File: src/rtl/periph_router_pkg.sv
// ---------------------------------------------------------------------------
// periph_router_pkg
// Shared constants and types for the peripheral router.
//   MAX_SLV       : largest number of slave ports the router can be built with
//   DEF_SLV_BASE  : default base address of each slave window (256 MB apart)
//   DEF_SLV_MASK  : default compare mask of each slave window (top nibble)
//   tgt_idx_t     : target index; values 0..N_SLV-1 name a slave, N_SLV names
//                   the decode-error pseudo-target
// ---------------------------------------------------------------------------
package periph_router_pkg;

    localparam int MAX_SLV = 8;

    // Slave i lives at i * 256 MB; only the first N_SLV entries are used
    localparam logic [MAX_SLV-1:0][31:0] DEF_SLV_BASE = {
        32'h7000_0000, 32'h6000_0000, 32'h5000_0000, 32'h4000_0000,
        32'h3000_0000, 32'h2000_0000, 32'h1000_0000, 32'h0000_0000
    };

    localparam logic [MAX_SLV-1:0][31:0] DEF_SLV_MASK = {MAX_SLV{32'hF000_0000}};

    // Four bits so that index MAX_SLV (decode error with 8 slaves) still fits
    typedef logic [3:0] tgt_idx_t;

endpackage

File: src/rtl/periph_router_decode.sv
// ---------------------------------------------------------------------------
// periph_router_decode
// Combinational address decoder. The lowest-numbered matching window wins.
//   i_addr   : request address
//   o_onehot : one-hot select of the matching slave (all zero on a miss)
//   o_idx    : index of the matching slave, N_SLV on a miss
//   o_miss   : no window matched (decode error)
// ---------------------------------------------------------------------------
module periph_router_decode
    import periph_router_pkg::*;
#(
    parameter int                        N_SLV    = 4,
    parameter logic [MAX_SLV-1:0][31:0]  SLV_BASE = DEF_SLV_BASE,
    parameter logic [MAX_SLV-1:0][31:0]  SLV_MASK = DEF_SLV_MASK
) (
    input  logic [31:0]      i_addr,
    output logic [N_SLV-1:0] o_onehot,
    output tgt_idx_t         o_idx,
    output logic             o_miss
);

    logic [N_SLV-1:0] w_hit;

    // Raw window hits; several windows may overlap
    always_comb begin
        w_hit = '0;
        for (int i = 0; i < N_SLV; i++) begin
            w_hit[i] = ((i_addr & SLV_MASK[i]) == SLV_BASE[i]);
        end
    end

    // Walk from the top down so the lowest matching index overwrites the rest
    always_comb begin
        o_onehot = '0;
        o_idx    = tgt_idx_t'(N_SLV);
        o_miss   = 1'b1;
        for (int i = N_SLV - 1; i >= 0; i--) begin
            if (w_hit[i]) begin
                o_onehot    = '0;
                o_onehot[i] = 1'b1;
                o_idx       = tgt_idx_t'(i);
                o_miss      = 1'b0;
            end
        end
    end

endmodule

File: src/rtl/periph_router.sv
// ---------------------------------------------------------------------------
// periph_router
// Routes one master request/grant/rvalid port to N_SLV slave ports by address
// window, keeping responses in order by allowing only one target in flight.
// Requests to unmapped addresses are granted at once and answered one cycle
// later with an error response.
//
// Ports
//   clk, rst            : clock, asynchronous active-high reset
//   mem_*               : master side (req/gnt, addr/we/be/wdata, rvalid/err/rdata)
//   slv_*               : slave side, req/gnt/rvalid/err/rdata per slave,
//                         addr/we/be/wdata shared by all slaves
//   proto_err_o         : sticky, a slave answered when nothing was expected of it
//   timeout_o           : sticky, the response watchdog fired
//
// Configuration
//   ROUTER_TIMEOUT_EN   : define to build the response watchdog; without it
//                         the router waits for a response indefinitely
// ---------------------------------------------------------------------------
module periph_router
    import periph_router_pkg::*;
#(
    parameter int                        MEM_W       = 32,
    parameter int                        N_SLV       = 4,
    parameter logic [MAX_SLV-1:0][31:0]  SLV_BASE    = DEF_SLV_BASE,
    parameter logic [MAX_SLV-1:0][31:0]  SLV_MASK    = DEF_SLV_MASK,
    parameter int                        MAX_OUTST   = 2,
    parameter int                        TIMEOUT_CYC = 1024
) (
    input  logic                          clk,
    input  logic                          rst,
    input  logic                          mem_req_i,
    output logic                          mem_gnt_o,
    input  logic [31:0]                   mem_addr_i,
    input  logic                          mem_we_i,
    input  logic [MEM_W/8-1:0]            mem_be_i,
    input  logic [MEM_W-1:0]              mem_wdata_i,
    output logic                          mem_rvalid_o,
    output logic                          mem_err_o,
    output logic [MEM_W-1:0]              mem_rdata_o,
    output logic [N_SLV-1:0]              slv_req_o,
    input  logic [N_SLV-1:0]              slv_gnt_i,
    output logic [31:0]                   slv_addr_o,
    output logic                          slv_we_o,
    output logic [MEM_W/8-1:0]            slv_be_o,
    output logic [MEM_W-1:0]              slv_wdata_o,
    input  logic [N_SLV-1:0]              slv_rvalid_i,
    input  logic [N_SLV-1:0]              slv_err_i,
    input  logic [N_SLV-1:0][MEM_W-1:0]   slv_rdata_i,
    output logic                          proto_err_o,
    output logic                          timeout_o
);

    typedef logic [3:0] cnt_t;
    localparam cnt_t MAX_CNT = cnt_t'(MAX_OUTST);

    logic [N_SLV-1:0] w_tgt_onehot;
    tgt_idx_t         w_tgt;
    logic             w_miss;

    cnt_t             r_outst_cnt;
    tgt_idx_t         r_cur_tgt;
    logic             r_decerr_pend;
    logic             r_proto_err;

    logic             w_busy;
    logic             w_stall;
    logic             w_accept;
    logic [N_SLV-1:0] w_cur_onehot;
    logic [N_SLV-1:0] w_stray;
    logic             w_slv_rvalid;
    logic             w_slv_err;
    logic [MEM_W-1:0] w_slv_rdata;
    logic             w_timeout_fire;
    logic             w_rsp;

    periph_router_decode #(
        .N_SLV    (N_SLV),
        .SLV_BASE (SLV_BASE),
        .SLV_MASK (SLV_MASK)
    ) u_decode (
        .i_addr   (mem_addr_i),
        .o_onehot (w_tgt_onehot),
        .o_idx    (w_tgt),
        .o_miss   (w_miss)
    );

    assign w_busy  = (r_outst_cnt != '0);

    // Switching target while anything is in flight could reorder responses
    assign w_stall = (r_outst_cnt == MAX_CNT) || (w_busy && (w_tgt != r_cur_tgt));

    // Request path: pass-through of the command, one request line raised.
    // Everything is held at zero while reset is asserted.
    always_comb begin
        slv_req_o   = '0;
        slv_addr_o  = '0;
        slv_we_o    = 1'b0;
        slv_be_o    = '0;
        slv_wdata_o = '0;
        mem_gnt_o   = 1'b0;
        if (!rst) begin
            slv_addr_o  = mem_addr_i;
            slv_we_o    = mem_we_i;
            slv_be_o    = mem_be_i;
            slv_wdata_o = mem_wdata_i;
            if (mem_req_i && !w_stall) begin
                slv_req_o = w_tgt_onehot;
            end
            if (!w_stall) begin
                mem_gnt_o = w_miss ? 1'b1 : |(slv_gnt_i & w_tgt_onehot);
            end
        end
    end

    assign w_accept = mem_req_i && mem_gnt_o;

    // Which slave may answer right now; nobody when idle or waiting on DECERR
    always_comb begin
        w_cur_onehot = '0;
        for (int i = 0; i < N_SLV; i++) begin
            if (w_busy && (r_cur_tgt == tgt_idx_t'(i))) begin
                w_cur_onehot[i] = 1'b1;
            end
        end
    end

    // Mux the current slave's error and data onto the response path
    always_comb begin
        w_slv_err   = 1'b0;
        w_slv_rdata = '0;
        for (int i = 0; i < N_SLV; i++) begin
            if (w_cur_onehot[i]) begin
                w_slv_err   = slv_err_i[i];
                w_slv_rdata = slv_rdata_i[i];
            end
        end
    end

    assign w_slv_rvalid = |(slv_rvalid_i & w_cur_onehot);
    assign w_stray      = slv_rvalid_i & ~w_cur_onehot;

    // Master response: real slave data first, otherwise a synthesized error
    // for a decode miss or a watchdog expiry; zero whenever nothing is sent
    always_comb begin
        mem_rvalid_o = 1'b0;
        mem_err_o    = 1'b0;
        mem_rdata_o  = '0;
        if (w_slv_rvalid) begin
            mem_rvalid_o = 1'b1;
            mem_err_o    = w_slv_err;
            mem_rdata_o  = w_slv_rdata;
        end else if (r_decerr_pend || w_timeout_fire) begin
            mem_rvalid_o = 1'b1;
            mem_err_o    = 1'b1;
        end
    end

    assign w_rsp = mem_rvalid_o;

    // Outstanding bookkeeping: an accept and a response in the same cycle
    // cancel out. A decode miss is answered on the very next cycle.
    always_ff @(posedge clk or posedge rst) begin
        if (rst) begin
            r_outst_cnt   <= '0;
            r_cur_tgt     <= '0;
            r_decerr_pend <= 1'b0;
            r_proto_err   <= 1'b0;
        end else begin
            if (w_accept) begin
                r_cur_tgt <= w_tgt;
            end
            if (w_accept && !w_rsp) begin
                r_outst_cnt <= r_outst_cnt + cnt_t'(1);
            end else if (!w_accept && w_rsp) begin
                r_outst_cnt <= r_outst_cnt - cnt_t'(1);
            end
            r_decerr_pend <= w_accept && w_miss;
            if (|w_stray) begin
                r_proto_err <= 1'b1;
            end
        end
    end

    assign proto_err_o = r_proto_err;

`ifdef ROUTER_TIMEOUT_EN
    localparam int WD_W = $clog2(TIMEOUT_CYC + 1);
    typedef logic [WD_W-1:0] wd_t;
    localparam wd_t WD_LAST = wd_t'(TIMEOUT_CYC - 1);

    wd_t  r_wd_cnt;
    logic r_timeout;

    // The counter holds the number of waiting cycles already elapsed, so the
    // error goes out during the TIMEOUT_CYC-th waiting cycle after accept
    assign w_timeout_fire = w_busy && !w_slv_rvalid && !r_decerr_pend && (r_wd_cnt == WD_LAST);

    // Watchdog: counts cycles spent waiting, restarts on every response
    always_ff @(posedge clk or posedge rst) begin
        if (rst) begin
            r_wd_cnt  <= '0;
            r_timeout <= 1'b0;
        end else begin
            if (!w_busy || w_rsp) begin
                r_wd_cnt <= '0;
            end else begin
                r_wd_cnt <= r_wd_cnt + wd_t'(1);
            end
            if (w_timeout_fire) begin
                r_timeout <= 1'b1;
            end
        end
    end

    assign timeout_o = r_timeout;
`else
    assign w_timeout_fire = 1'b0;
    assign timeout_o      = 1'b0;
`endif

endmodule

File: config.mk
export PLATFORM = sky130hd
export DESIGN_NAME = periph_router
export DESIGN_NICKNAME = d
export VERILOG_FILES = /design/src/rtl/periph_router_pkg.sv /design/src/rtl/periph_router_decode.sv /design/src/rtl/periph_router.sv
export SDC_FILE = /design/constraint.sdc
export NUM_CORES = 1
export LEC_CHECK = 0
export CAP_MARGIN = 0
export CORE_AREA = 2 2 124 126
export DETAILED_ROUTE_END_ITERATION = 6
export DIE_AREA = 0 0 126 128
export GPL_TIMING_DRIVEN = 0
export SLEW_MARGIN = 5
export SYNTH_ARGS = -nofsm -noshare
export SYNTH_HDL_FRONTEND = slang
export SYNTH_SLANG_ARGS = --single-unit
File: constraint.sdc
create_clock -name clk -period 4 [get_ports clk]
set_input_delay 0.6 -clock clk [delete_from_list [all_inputs] [get_ports clk]]
set_output_delay 0.6 -clock clk [all_outputs]
set_load 0.05 [all_outputs]
Yosys cells after proc, flatten, opt, wreduce, memory -nomap -nowiden
Index checks and enable logic that the tools add are counted.
Cells by class
  bitwise gates (word level): 4
  equal/unequal tests: 8
  mux-type cells: 39
  reduce and logical (&&, ||, !) cells: 21
  add/sub/neg operators: 2
Operator list (number)
  $mux 32: 7
  $mux 4: 12
  $logic_not 32->1: 1
  $eq 4x2->1 const B: 5
  $mux 1: 19
  $and 4x4->4: 3
  $reduce_or 4->1: 3
  $logic_and 1x1->1: 10
  $eq 4x1->1 const B: 2
  $add 4x1->4 const B: 1
  $logic_not 4->1: 1
  $ne 4x4->1: 1
  $not 4->4: 1
  $reduce_bool 4->1: 1
  $sub 4x1->4 const B: 1
  $logic_not 1->1: 3
  $mux 3: 1
  $reduce_bool 2->1: 1
  $logic_or 1x1->1: 1
Word-level totals
  output and inout port bits: 110
  bits in registers: 10

Longest topological paths before layout
Gate-level depths: netlist of the first run.
  depth after elaboration: 15
  depth in mapped cells: 14
  depth with buffers taken out: 13

Hierarchy
Synthesis of the first run repeated with hierarchy kept, for this count alone.
Second synthesis, totals
  cell total of the unflattened synthesis: 315
  area total of the unflattened synthesis: 2665.1 um^2
Modules (own cells, without submodules)
  periph_router: cells each 305, area an instance 2588.7 um^2, times used 1
  periph_router_decode: cells each 10, area an instance 76.3 um^2, times used 1

Least setup slack after synthesis of the first run
Ideal clock, no wire load.
  kind: input-to-output
  start point: in mem_addr_i[29]
  end point: out slv_req_o[1]
  path slack: 899 ps
  data required time: 3400 ps
  arrival time: 2501 ps
  cell stages on the path: 6
  buffers on the path: 1
  cell sequence: buf_6 > or2_1 > a211oi_2 > a211o_2 > nand4_4 > nor3_1
On the way
  cells in the longest elaborated chain, start to end: 12
  elaborated cells on any way between the ends: 18
RTL lines
  from (decl): RTL line periph_router.sv:34  | input logic [31:0] mem_addr_i,
  $eq 4x2->1: RTL line periph_router_decode.sv:28  | w_hit[i] = ((i_addr & SLV_MASK[i]) == SLV_BASE[i]);
  $mux 3: RTL line periph_router_decode.sv:38  | if (w_hit[i]) begin
  $mux 4 (3 in a row): RTL line periph_router_decode.sv:38
  $ne 4x4->1: RTL line periph_router.sv:91  | assign w_stall = (r_outst_cnt == MAX_CNT) || (w_busy && (w_tgt != r_cur_tgt));
  $logic_and 1x1->1: RTL line periph_router.sv:91
  $logic_or 1x1->1: RTL line periph_router.sv:91
  $logic_not 1->1
  $logic_and 1x1->1: RTL line periph_router.sv:107  | if (mem_req_i && !w_stall) begin
  $mux 4 *: RTL line periph_router.sv:107
  $mux 4 *: RTL line periph_router.sv:102  | if (!rst) begin
  to (decl): RTL line periph_router.sv:41  | output logic [N_SLV-1:0] slv_req_o,
Every way passes the cells marked *; elsewhere a longest branch is shown, timed or not.

Worst setup path in the final report of the first run
  start point: in mem_addr_i[28]
  end point: out slv_req_o[3]
Same word-level chain as after synthesis.

==> results of run 1 <==
## layout by cell type, fill, tap and decap left out, types with 3 or more instances in the layout
master           netlist  layout
inv_1                  7       7
nor3_1                 7       7
buf_6                  4       4
buf_2                  8       8
buf_4                  3       3
nor2b_1               69      69
nor2_1                40      40
ha_1                   3       3
mux2i_1                3       3
clkbuf_16              0       3
dfrtp_1                9       9
a21oi_1                4       4
nor3_2                30      30
mux2_2                33      33
o22ai_1               33      33
clkdlybuf4s50_1        0     318
nand2_1                6       6
o21ai_0                4       4
xnor2_1                4       4
clkbuf_1              13      14
## synthesized netlist by cell type, types with 2 or more instances
cell | n | area share (%)
a21oi_1 | 4 | 0.84
buf_2 | 8 | 1.7
buf_4 | 3 | 0.94
buf_6 | 4 | 1.9
clkbuf_1 | 13 | 2.0
dfrtp_1 | 9 | 9.4
ha_1 | 3 | 1.6
inv_1 | 7 | 1.1
mux2_2 | 33 | 16
mux2i_1 | 3 | 1.3
mux4_2 | 2 | 1.9
nand2_1 | 6 | 0.94
nand3_1 | 2 | 0.42
nand4_1 | 2 | 0.52
nor2_1 | 40 | 6.3
nor2b_1 | 69 | 18
nor3_1 | 7 | 1.5
nor3_2 | 30 | 13
o21ai_0 | 4 | 0.84
o22ai_1 | 33 | 8.7
xnor2_1 | 4 | 1.5
xor2_1 | 2 | 0.73
## critical path, delay by kind of cell
kind	cells	cell delay [ns]
buffers and inverters	3	1.69
AOI/OAI and AO/OA	2	0.49
and+or+nand+nor	2	0.34
## flip-flops by register name, indices dropped and copies added, names as in the netlist
name,count
r_outst_cnt,4
r_decerr_pend,1
proto_err_o,1
r_cur_tgt,3
## routing by layer
metal / GRT usage, % / share of wire, %
met2: 31.94 / 55
met4: 3.232 / 1.3
met5: 0 / 0
met3: 4.424 / 8.7
met1: 16.36 / 35
## final cells by class
cell class / count / area (µm²)
Fill cell: 1532 / 8981
Timing Repair Buffer: 318 / 3183
Multi-Input combinational cell: 266 / 1974
Tap cell: 188 / 235.2
Sequential cell: 9 / 225.2
Buffer: 29 / 160.2
Clock buffer: 4 / 78.83
Inverter: 7 / 26.28
## report_power, final
group          internal, mW  total (mW)  switching, mW
clock                 0.133       0.177         0.0437
combinational         0.862        2.08           1.22
sequential            0.126       0.178         0.0513
## worst paths after layout
path                       slack (ns)           start  cells after the start              to
max                              0.28  mem_addr_i[28]                      7    slv_req_o[3]
min                              0.48     proto_err_o                      2     proto_err_o
max reg2reg                      1.18  r_outst_cnt[1]                     12  r_outst_cnt[3]
min reg2reg                      0.48     proto_err_o                      2     proto_err_o
max in group asynchronous        2.87             rst                      3    r_cur_tgt[1]
min in group asynchronous        0.87             rst                      3  r_outst_cnt[1]
## through the flow
step	power, mW	std cells	instance area (µm²)	hold WS (ns)	setup WS, ns
after global placement	2.245	817	5804	0.4724	0.2608
after global routing	2.574	821	5883	0.5168	0.05219
after detailed placement	2.272	817	5804	0.4687	0.2169
after floorplan	1.547	311	2386	0.5160	0.8986
after CTS	2.460	821	5883	0.4785	0.2121
final	2.434	821	5883	0.4754	0.2830
## cells by family (layout without fill, tap and decap cells)
logic type,Yosys count,in the layout
compound gates,50,50
xor+xnor,6,6
fa+ha+maj,4,4
buf+inv,36,358
flops,9,9
mux,38,38
other cells,1,1
simple gates,167,167
==> flow_summary_export.csv, run 1 <==
group,metric,value,unit
setup_path,crit_path_start_kind,"primary input",
floorplan,initial_core_util,16.05,%
power_and_ir_drop,p_leak,2.084,nW
sta,finalClockSkew,0.0003620,ns
synthesis,yosys_register_bits,9,
clock_network,cts_max_path_buffers,2,
setup_path,critPathKind,"in2out",
sta,rsz0062_at_grt,"false",
clock_network,htreeDepth,1,
power_and_ir_drop,irDropWorstVdd,0.0001593,V
placement,dp_hpwl,12.14,mm
grt,grt_antenna_before_repair,0,
grt,grt_overflow,0,
clock_network,cts_sinks,9,
sta,tightestPinTransition,0.5691,ns
power_and_ir_drop,power_density,413.7,nW/µm²
sta,fin_setup_tns,0,ns
drt,drc,0,
clock_network,path_clk_slew,0.04,ns
synthesis,async_flop_share,100.0,%
synthesis,synthDistinctLibCells,45,
setup_path,cp_max_fo,5,
layout,fin_util,39.58,%
synthesis,syn-instance-count,311,
synthesis,syn_area_per_cell,7.672,µm²
grt,grt_pass1_vias,3847,
synthesis,synthXorXnorAreaFrac,2.202,%
clock_network,root_buffer,"clkbuf_16",
sta,relSlewSlack,61.94,%
synthesis,yosysSeqAreaShare,9.439,%
grt,grt_use_total,15.93,%
synthesis,synth_simple_gate_area_share,45.52,%
placement,place_congestion,0.8334,
layout,fin_nets,850,
synthesis,ys_warn_count,0,
drt,ant_nets,0,
grt,grt_start_max_net_pins,11,
floorplan,dieArea,16130,µm²
sta,max_freq,0.2690,GHz
floorplan,coreArea,14860,µm²
setup_path,max_stage_delay,0.86,ns
drt,drt-total-wl,13.84,mm
floorplan,chipWidth,126,µm
drt,first_pass_iters,4,
setup_path,worstPathRequired,3.40,ns
clock_network,cts_buffers,3,
clock_network,clock_latency,0.23,ns
worst_hold_path,worstHoldPathType,"reg2reg",
sta,setup_viol,0,
clock_network,ctsHoldBuffers,0,
sta,period_share,92.93,%
drt,dr.first_iter.drc_count,99,
placement,portBuffers,318,
floorplan,rows,45,
clock_network,ctsResizeCount,0,
layout,diodes,0,
floorplan,io_pins,322,
sta,drv_slew,0,
setup_path,cp_common_cell,"clkdlybuf4s50_1",
synthesis,synth_fa_ha_area_share,2.412,%
clock_network,tritoncts,"built",
synthesis,synth_nets,527,
synthesis,synth_edf_count,0,
setup_path,crit_chain,"clkdlybuf4s50_1, inv_1, o31ai_1, a211o_2, nand4_4, nor3_1, clkdlybuf4s50_1",
layout,area_delta_synth_final,146.6,%
drt,vias,3590,
synthesis,synth_mux_area_share,18.72,%
layout,drive_gt1_share,14.85,%
setup_path,worstSetupEndpointType,"primary output",
sta,final_hold_viol_count,0,
synthesis,synth_compound_gate_area_share,13.74,%
run,cap_violations,0,
clock_network,cts_setup_buffers,0,
setup_path,arrival,3.12,ns
grt,grt_pass1_wl,20.60,mm
drt,wl_per_cell,16.86,µm
setup_path,cpMaxStageDelayCell,"clkdlybuf4s50_1",
synthesis,syn_area,2386,µm²
floorplan,die_height,128,µm
synthesis,synth_top_flop_cell,"dfrtp_1",
synthesis,synth_top_family_by_area,"simple AND/OR/NAND/NOR gates",
drt,viasPerCell,4.373,
sta,min_period,3.717,ns
outcome,status,"completed",
(Power assumes the default switching activity.)
==> inputs of run 2 (changes only) <==
--- a/config.mk
+++ b/config.mk
@@ -9,6 +9,7 @@
 export CORE_AREA = 2 2 124 126
 export DETAILED_ROUTE_END_ITERATION = 6
 export DIE_AREA = 0 0 126 128
+export GPL_ROUTABILITY_DRIVEN = 0
 export GPL_TIMING_DRIVEN = 0
 export SLEW_MARGIN = 5
 export SYNTH_ARGS = -nofsm -noshare
==> results of run 2 <==
Same layout as run 1: the final DEF is identical, and so are final timing and power.
